[config.mk]
export PLATFORM = sky130hd
export DESIGN_NAME = instr_fetch
export DESIGN_NICKNAME = d
export VERILOG_FILES = /design/src/rtl/instr_fetch.sv
export SDC_FILE = /design/constraint.sdc
export NUM_CORES = 1
export LEC_CHECK = 0
export BUFFER_PORTS_ARGS = -buffer_cell sky130_fd_sc_hd__clkbuf_2
export CORE_MARGIN = 3
export CORE_UTILIZATION = 44
export DETAILED_ROUTE_END_ITERATION = 16
export GPL_ROUTABILITY_DRIVEN = 0
export PLACE_DENSITY = 0.77
export SYNTH_ARGS = -nofsm -noshare
export SYNTH_HDL_FRONTEND = slang
export SYNTH_SLANG_ARGS = --single-unit
[constraint.sdc]
create_clock -name clk -period 3.1 [get_ports clk]
set_input_delay 0.62 -clock clk [delete_from_list [all_inputs] [get_ports clk]]
set_output_delay 0.62 -clock clk [all_outputs]
set_load 0.05 [all_outputs]
[src/rtl/instr_fetch.sv]
// Instruction fetch stage.
//
// Drives a word-indexed instruction memory with a 1-cycle read latency and
// tracks the single outstanding response. The fetched {pc, instr} pair goes
// to decode over a valid/ready handshake. Branch/jump redirects come from
// execute. Misaligned redirect targets and out-of-range PCs raise a sticky
// fault.
//
// Parameters:
//   RESET_PC    byte PC loaded on reset (4-byte aligned)
//   IMEM_DEPTH  number of 32-bit words; word index >= IMEM_DEPTH faults
//
// Ports:
//   clk, rst        clock (rising edge), asynchronous active-high reset
//   fetch_en        permits new fetch issue
//   redirect_valid  one-cycle redirect request, target in redirect_pc
//   imem_addr       word index (pc >> 2) to memory
//   imem_rd_en      memory read enable
//   imem_instr      memory read data, valid the cycle after imem_rd_en
//   if_valid        instruction available to decode
//   if_ready        decode accepts the instruction
//   if_pc           byte PC of the presented instruction
//   if_instr        presented instruction (memory data pass-through)
//   fetch_fault     sticky fault flag
//   fault_pc        PC that caused the fault
//
// Optional build macro INSTR_FETCH_PERF_EN adds perf_fetch_cnt (accepted
// instructions) and perf_stall_cnt (cycles with if_valid & !if_ready).

module instr_fetch #(
  parameter logic [31:0] RESET_PC   = 32'h0000_0000,
  parameter int unsigned IMEM_DEPTH = 1024
) (
  input  logic        clk,
  input  logic        rst,
  input  logic        fetch_en,
  input  logic        redirect_valid,
  input  logic [31:0] redirect_pc,
  output logic [31:0] imem_addr,
  output logic        imem_rd_en,
  input  logic [31:0] imem_instr,
  output logic        if_valid,
  input  logic        if_ready,
  output logic [31:0] if_pc,
  output logic [31:0] if_instr,
  output logic        fetch_fault,
`ifdef INSTR_FETCH_PERF_EN
  output logic [31:0] fault_pc,
  output logic [31:0] perf_fetch_cnt,
  output logic [31:0] perf_stall_cnt
`else
  output logic [31:0] fault_pc
`endif
);

  typedef enum logic [1:0] {StIdle, StRun, StFault} state_e;

  state_e      state_q, state_d;
  logic [31:0] pc_q, pc_d;
  logic [31:0] req_pc_q, req_pc_d;
  logic        resp_vld_q, resp_vld_d;
  logic        fault_q, fault_d;
  logic [31:0] fault_pc_q, fault_pc_d;

  logic [31:0] word_idx;
  logic        in_range;
  logic        slot_ok;
  logic        issue;
  logic        out_of_range;
  logic        fire;

  assign word_idx = {2'b00, pc_q[31:2]};
  assign in_range = word_idx < 32'(IMEM_DEPTH);

  // A new request may go out only if the response slot is empty or is being
  // drained this cycle; the memory output then changes exactly when decode
  // has taken the old word.
  assign slot_ok      = (state_q == StRun) & fetch_en & ~redirect_valid &
                        (~resp_vld_q | if_ready);
  assign issue        = slot_ok & in_range;
  assign out_of_range = slot_ok & ~in_range;

  assign if_valid    = resp_vld_q & ~redirect_valid & (state_q != StIdle);
  assign fire        = if_valid & if_ready;
  assign if_pc       = req_pc_q;
  assign if_instr    = imem_instr;
  assign imem_addr   = word_idx;
  assign imem_rd_en  = issue;
  assign fetch_fault = fault_q;
  assign fault_pc    = fault_pc_q;

  always_comb begin
    state_d    = state_q;
    pc_d       = pc_q;
    req_pc_d   = req_pc_q;
    resp_vld_d = resp_vld_q;
    fault_d    = fault_q;
    fault_pc_d = fault_pc_q;

    if (state_q == StIdle) begin
      // Redirects are ignored until fetching has been enabled once.
      if (fetch_en) begin
        state_d = StRun;
      end
    end else if (redirect_valid) begin
      // Anything in flight or presented belongs to the wrong path.
      resp_vld_d = 1'b0;
      pc_d       = redirect_pc;
      if (redirect_pc[1:0] == 2'b00) begin
        state_d = StRun;
        fault_d = 1'b0;
      end else begin
        state_d    = StFault;
        fault_d    = 1'b1;
        fault_pc_d = redirect_pc;
      end
    end else begin
      if (issue) begin
        req_pc_d   = pc_q;
        pc_d       = pc_q + 32'd4;
        resp_vld_d = 1'b1;
      end else if (fire) begin
        resp_vld_d = 1'b0;
      end
      // A pending response is still delivered after an out-of-range fault.
      if (out_of_range) begin
        state_d    = StFault;
        fault_d    = 1'b1;
        fault_pc_d = pc_q;
      end
    end
  end

  always_ff @(posedge clk or posedge rst) begin
    if (rst) begin
      state_q    <= StIdle;
      pc_q       <= RESET_PC;
      req_pc_q   <= RESET_PC;
      resp_vld_q <= 1'b0;
      fault_q    <= 1'b0;
      fault_pc_q <= 32'h0;
    end else begin
      state_q    <= state_d;
      pc_q       <= pc_d;
      req_pc_q   <= req_pc_d;
      resp_vld_q <= resp_vld_d;
      fault_q    <= fault_d;
      fault_pc_q <= fault_pc_d;
    end
  end

`ifdef INSTR_FETCH_PERF_EN
  logic [31:0] perf_fetch_q;
  logic [31:0] perf_stall_q;

  always_ff @(posedge clk or posedge rst) begin
    if (rst) begin
      perf_fetch_q <= 32'h0;
      perf_stall_q <= 32'h0;
    end else begin
      if (fire) begin
        perf_fetch_q <= perf_fetch_q + 32'd1;
      end
      if (if_valid & ~if_ready) begin
        perf_stall_q <= perf_stall_q + 32'd1;
      end
    end
  end

  assign perf_fetch_cnt = perf_fetch_q;
  assign perf_stall_cnt = perf_stall_q;
`endif

endmodule

==> impl_results.md <==
* Result of the run: finished, final reports clean
* Share of power burned in registers at 37.1%
* Starting utilization of the core area at between 40% and 50%
* Average cell area after synthesis at 10.8 sq um
* Area added between synthesis and finish at 13.4%
* Die Wd at between 100 and 150 um
* Power density over the cells at between 900 and 1000 nW/um^2
* Post-synth EDFFs at 0
* Startpoint type of the worst setup path: flop
* Num rows at 38
* Yosys warnings at 0
* Total core area at around 11000 sq um
* Crit Path Max Fanout at 5
* Clock-pin slew on the worst setup and hold paths at 0.06 ns
* Total half-perimeter wirelength after legalization and detailed placement at between 8 and 9 mm
* Worst skew pair latency at ~0.34 ns
* DRC Markers at 0
* Number of global-route vias before repair at around 3700
* Cell area after synthesis at between 4000 and 5000 sq um
* DRC violation total after the first TritonRoute iteration at between 200 and 250
* Worst setup skew after layout at around 0.0085 ns
* Largest net degree at the start of global routing at between 60 and 70
* Number of H-tree levels at 3
* Fraction of layout instances using a drive strength above 1 at 38.2%
* DR pass1 iterations at 4
* Share of power burned in combinational logic at between 40% and 50%
* Count of max-cap constraint violations at 0
* Cell internal power dissipation at 2860 uW
* Number of cells on the worst reg-to-reg path at 6
* Max-slew violation count at 0
* Routed wire length per instance at ~17 um
* Synth top area share at 50.1%
* CTS max path bufs at 2
* Synth Instances at 463
* Cell-by-cell trace of the critical path: nor4_4, nand3_4, nor3_1, buf_12
* Most frequent cells after synthesis: 100 x sky130_fd_sc_hd__dfrtp_1, 65 x sky130_fd_sc_hd__buf_4, 52 x sky130_fd_sc_hd__nand2_1
* Die span in y at between 100 and 150 um
* Worst endpoint data arrival time at ~2.0 ns
* Leakage at 0.00283 uW
* Remaining antenna violation count after routing at 0
* Count of different cell masters after synthesis at 46
* Wire length of the first global-routing pass at 18.8 mm
* Post-layout instance count excluding filler cells at ~680
* Slowest library cell on the worst path: sky130_fd_sc_hd__dfrtp_1
* Final critical path time including I/O delays and setup at about 2.6 ns
* Hold/Removal Path Class: in2async
* Portion of total power attributed to the clock network at a little over a fifth
* Portion of the post-synthesis area used by sequential elements at 50.1%
* Most area-consuming cells after synthesis: sky130_fd_sc_hd__dfrtp_1 50%, sky130_fd_sc_hd__buf_4 9.8%, sky130_fd_sc_hd__mux2_2 8.1%, sky130_fd_sc_hd__mux2_1 6.1%, sky130_fd_sc_hd__nand2_1 3.9%
* Cell type with the highest aggregate area in the netlist: sky130_fd_sc_hd__dfrtp_1
* Endpoint kind of the worst setup timing path: output port
* Max-slew headroom at the worst pin at 48.8%
* Worst endpoint required time at about 2.5 ns
* Share of flip-flops with an asynchronous set or reset at between 90% and 100%
* Tcrit/Tclk final at 83.7%
* Cells after DPL at between 600 and 700
* Critical setup path kind: reg2out
* # nets final at a little over 600
* Post-cts resize count at 0
* Clock root buffer: sky130_fd_sc_hd__clkbuf_16
* Switching part of the total at 46.3%
* Setup tns final at 0 ns
* Post-CTS setup-driven buffer insertion count at 0
* IO Count at 200
* Unrepaired setup endpoints after global routing: no
* Power dissipated by switching net loads at 2470 uW
* Post-Route Hold Slack at approximately 0.41 ns
* Number of diodes at 0
* Commonest register cell after synthesis: sky130_fd_sc_hd__dfrtp_1
* CTS buffer count at 9
* GRT overflow at 0
* Final setup violating endpoints at 0
* Post-CTS Hold Buffers at 0
* Worst Tran Pin Value at around 0.77 ns
* Routed Wire Length at 11.6 mm
* Full die area at 12700 sq um
* Most numerous cell in the Yosys netlist: sky130_fd_sc_hd__dfrtp_1
* Total number of vias at 3526
* CTS tree: yes
* Count of final hold-check violations at 0
* Initial antenna violation count at 0
* Number of clock sinks at 100
* Buffers on Ports at around 130
* Worst vdd rail ir drop at 0.000597 V
* Timing-limited maximum frequency at approximately 390 MHz
* Via density per instance at approximately 5.2
* Worst path max stage delay at between 0.4 and 0.5 ns
* Post-synthesis sequential element count at 100
* Global router's overall resource usage at between 10% and 20%
==> registers in the layout, summed over array words and instances (netlist names) <==
register / count
state_q: 2
fetch_fault: 1
if_pc: 32
fault_pc: 32
resp_vld_q: 1
pc_q: 32
==> worst max-delay path, delay by kind of cell (launching register included) <==
kind,cells,cell delay (ns)
DFF,1,0.45
buffers and inverters,1,0.19
and+or+nand+nor,3,0.99
==> per-stage QoR <==
step | worst slack [ns] | cell area [sq um] | utilization (%) | total power, uW
2_1_floorplan | 0.196 | 5000 | - | 3910
3_3_place_gp | 0.670 | 5360 | 48.8 | 4170
3_5_place_dp | 0.588 | 5360 | 48.8 | 4230
4_1_cts | 0.468 | 5660 | 51.5 | 5380
5_1_grt | 0.376 | 5660 | 51.5 | 5600
6_report | 0.506 | 5660 | 51.5 | 5330
==> cells by family (layout without fill, tap and decap cells) <==
kind of cell / after synthesis / in the layout / share of synthesized area, %
simple gates: 125 / 125 / 13.5
compound gates: 73 / 73 / 8.80
flops: 100 / 100 / 50.1
fa+ha+maj: 1 / 1 / 0.251
buf+inv: 99 / 174 / 12.8
mux: 64 / 64 / 14.4
other cells: 1 / 2 / 0.0751
==> per-layer routing <==
metal,vias up,track usage (%),share of wire (%)
met5,-,0,0
met1,1692,23.3,42
met3,28,7.33,9.6
met2,154,28.8,47
li1,1652,-,-
met4,0,7.45,2.0
==> power groups by stage <==
| stage | clock network [uW] | registers (uW) | logic (uW) |
|---|---|---|---|
| final | 1140 | 1980 | 2210 |
| after global routing | 1240 | 2040 | 2330 |
| after CTS | 1170 | 1980 | 2230 |
| after detailed placement | 0 | 2000 | 2230 |
| after global placement | 0 | 1980 | 2190 |
| after floorplan | 0 | 2630 | 1280 |
==> worst paths after layout <==
path / start / endpoint / slack (ns)
setup / recovery: pc_q[27]$_DFFE_PP0P_ / imem_rd_en / 0.51
hold / removal: rst / fault_pc[14]$_DFFE_PP0P_ / 0.41
setup reg to reg: state_q[1]$_DFFE_PP0P_ / fault_pc[21]$_DFFE_PP0P_ / 0.86
hold reg to reg: fault_pc[6]$_DFFE_PP0P_ / fault_pc[6]$_DFFE_PP0P_ / 0.48
max in group asynchronous: rst / fault_pc[3]$_DFFE_PP0P_ / 2.07
min in group clk: fault_pc[6]$_DFFE_PP0P_ / fault_pc[6]$_DFFE_PP0P_ / 0.48
==> layout make-up <==
cell class	instances	area [sq um]
flip-flops and latches	100	2500
inverters	15	60.1
clock buffers	12	256
fillers	975	5320
clock inverters	4	47.5
multi-input cells	265	1850
well taps	140	175
repair buffers	143	768
==> cell usage in the layout (no fill, tap or decap), drive strengths merged <==
| cell | count |
|---|---|
| a211o | 1 |
| a21boi | 1 |
| a21o | 2 |
| a21oi | 13 |
| a22o | 1 |
| a22oi | 2 |
| a31o | 1 |
| a31oi | 2 |
| and3 | 4 |
| buf | 11 |
| bufinv | 1 |
| clkbuf | 144 |
| clkinv | 2 |
| clkinvlp | 2 |
| conb | 2 |
| dfrtp | 100 |
| ha | 1 |
| inv | 14 |
| mux2 | 63 |
| mux2i | 1 |
| nand2 | 53 |
| nand2b | 2 |
| nand3 | 8 |
| nand3b | 1 |
| nand4 | 6 |
| nor2 | 13 |
| nor2b | 21 |
| nor3 | 9 |
| nor3b | 1 |
| nor4 | 6 |
| nor4bb | 1 |
| o2111ai | 1 |
| o21a | 1 |
| o21ai | 43 |
| o21bai | 1 |
| o22a | 1 |
| o22ai | 1 |
| o31a | 1 |
| o31ai | 1 |
Note: power is estimated with default switching activity, not from simulation.
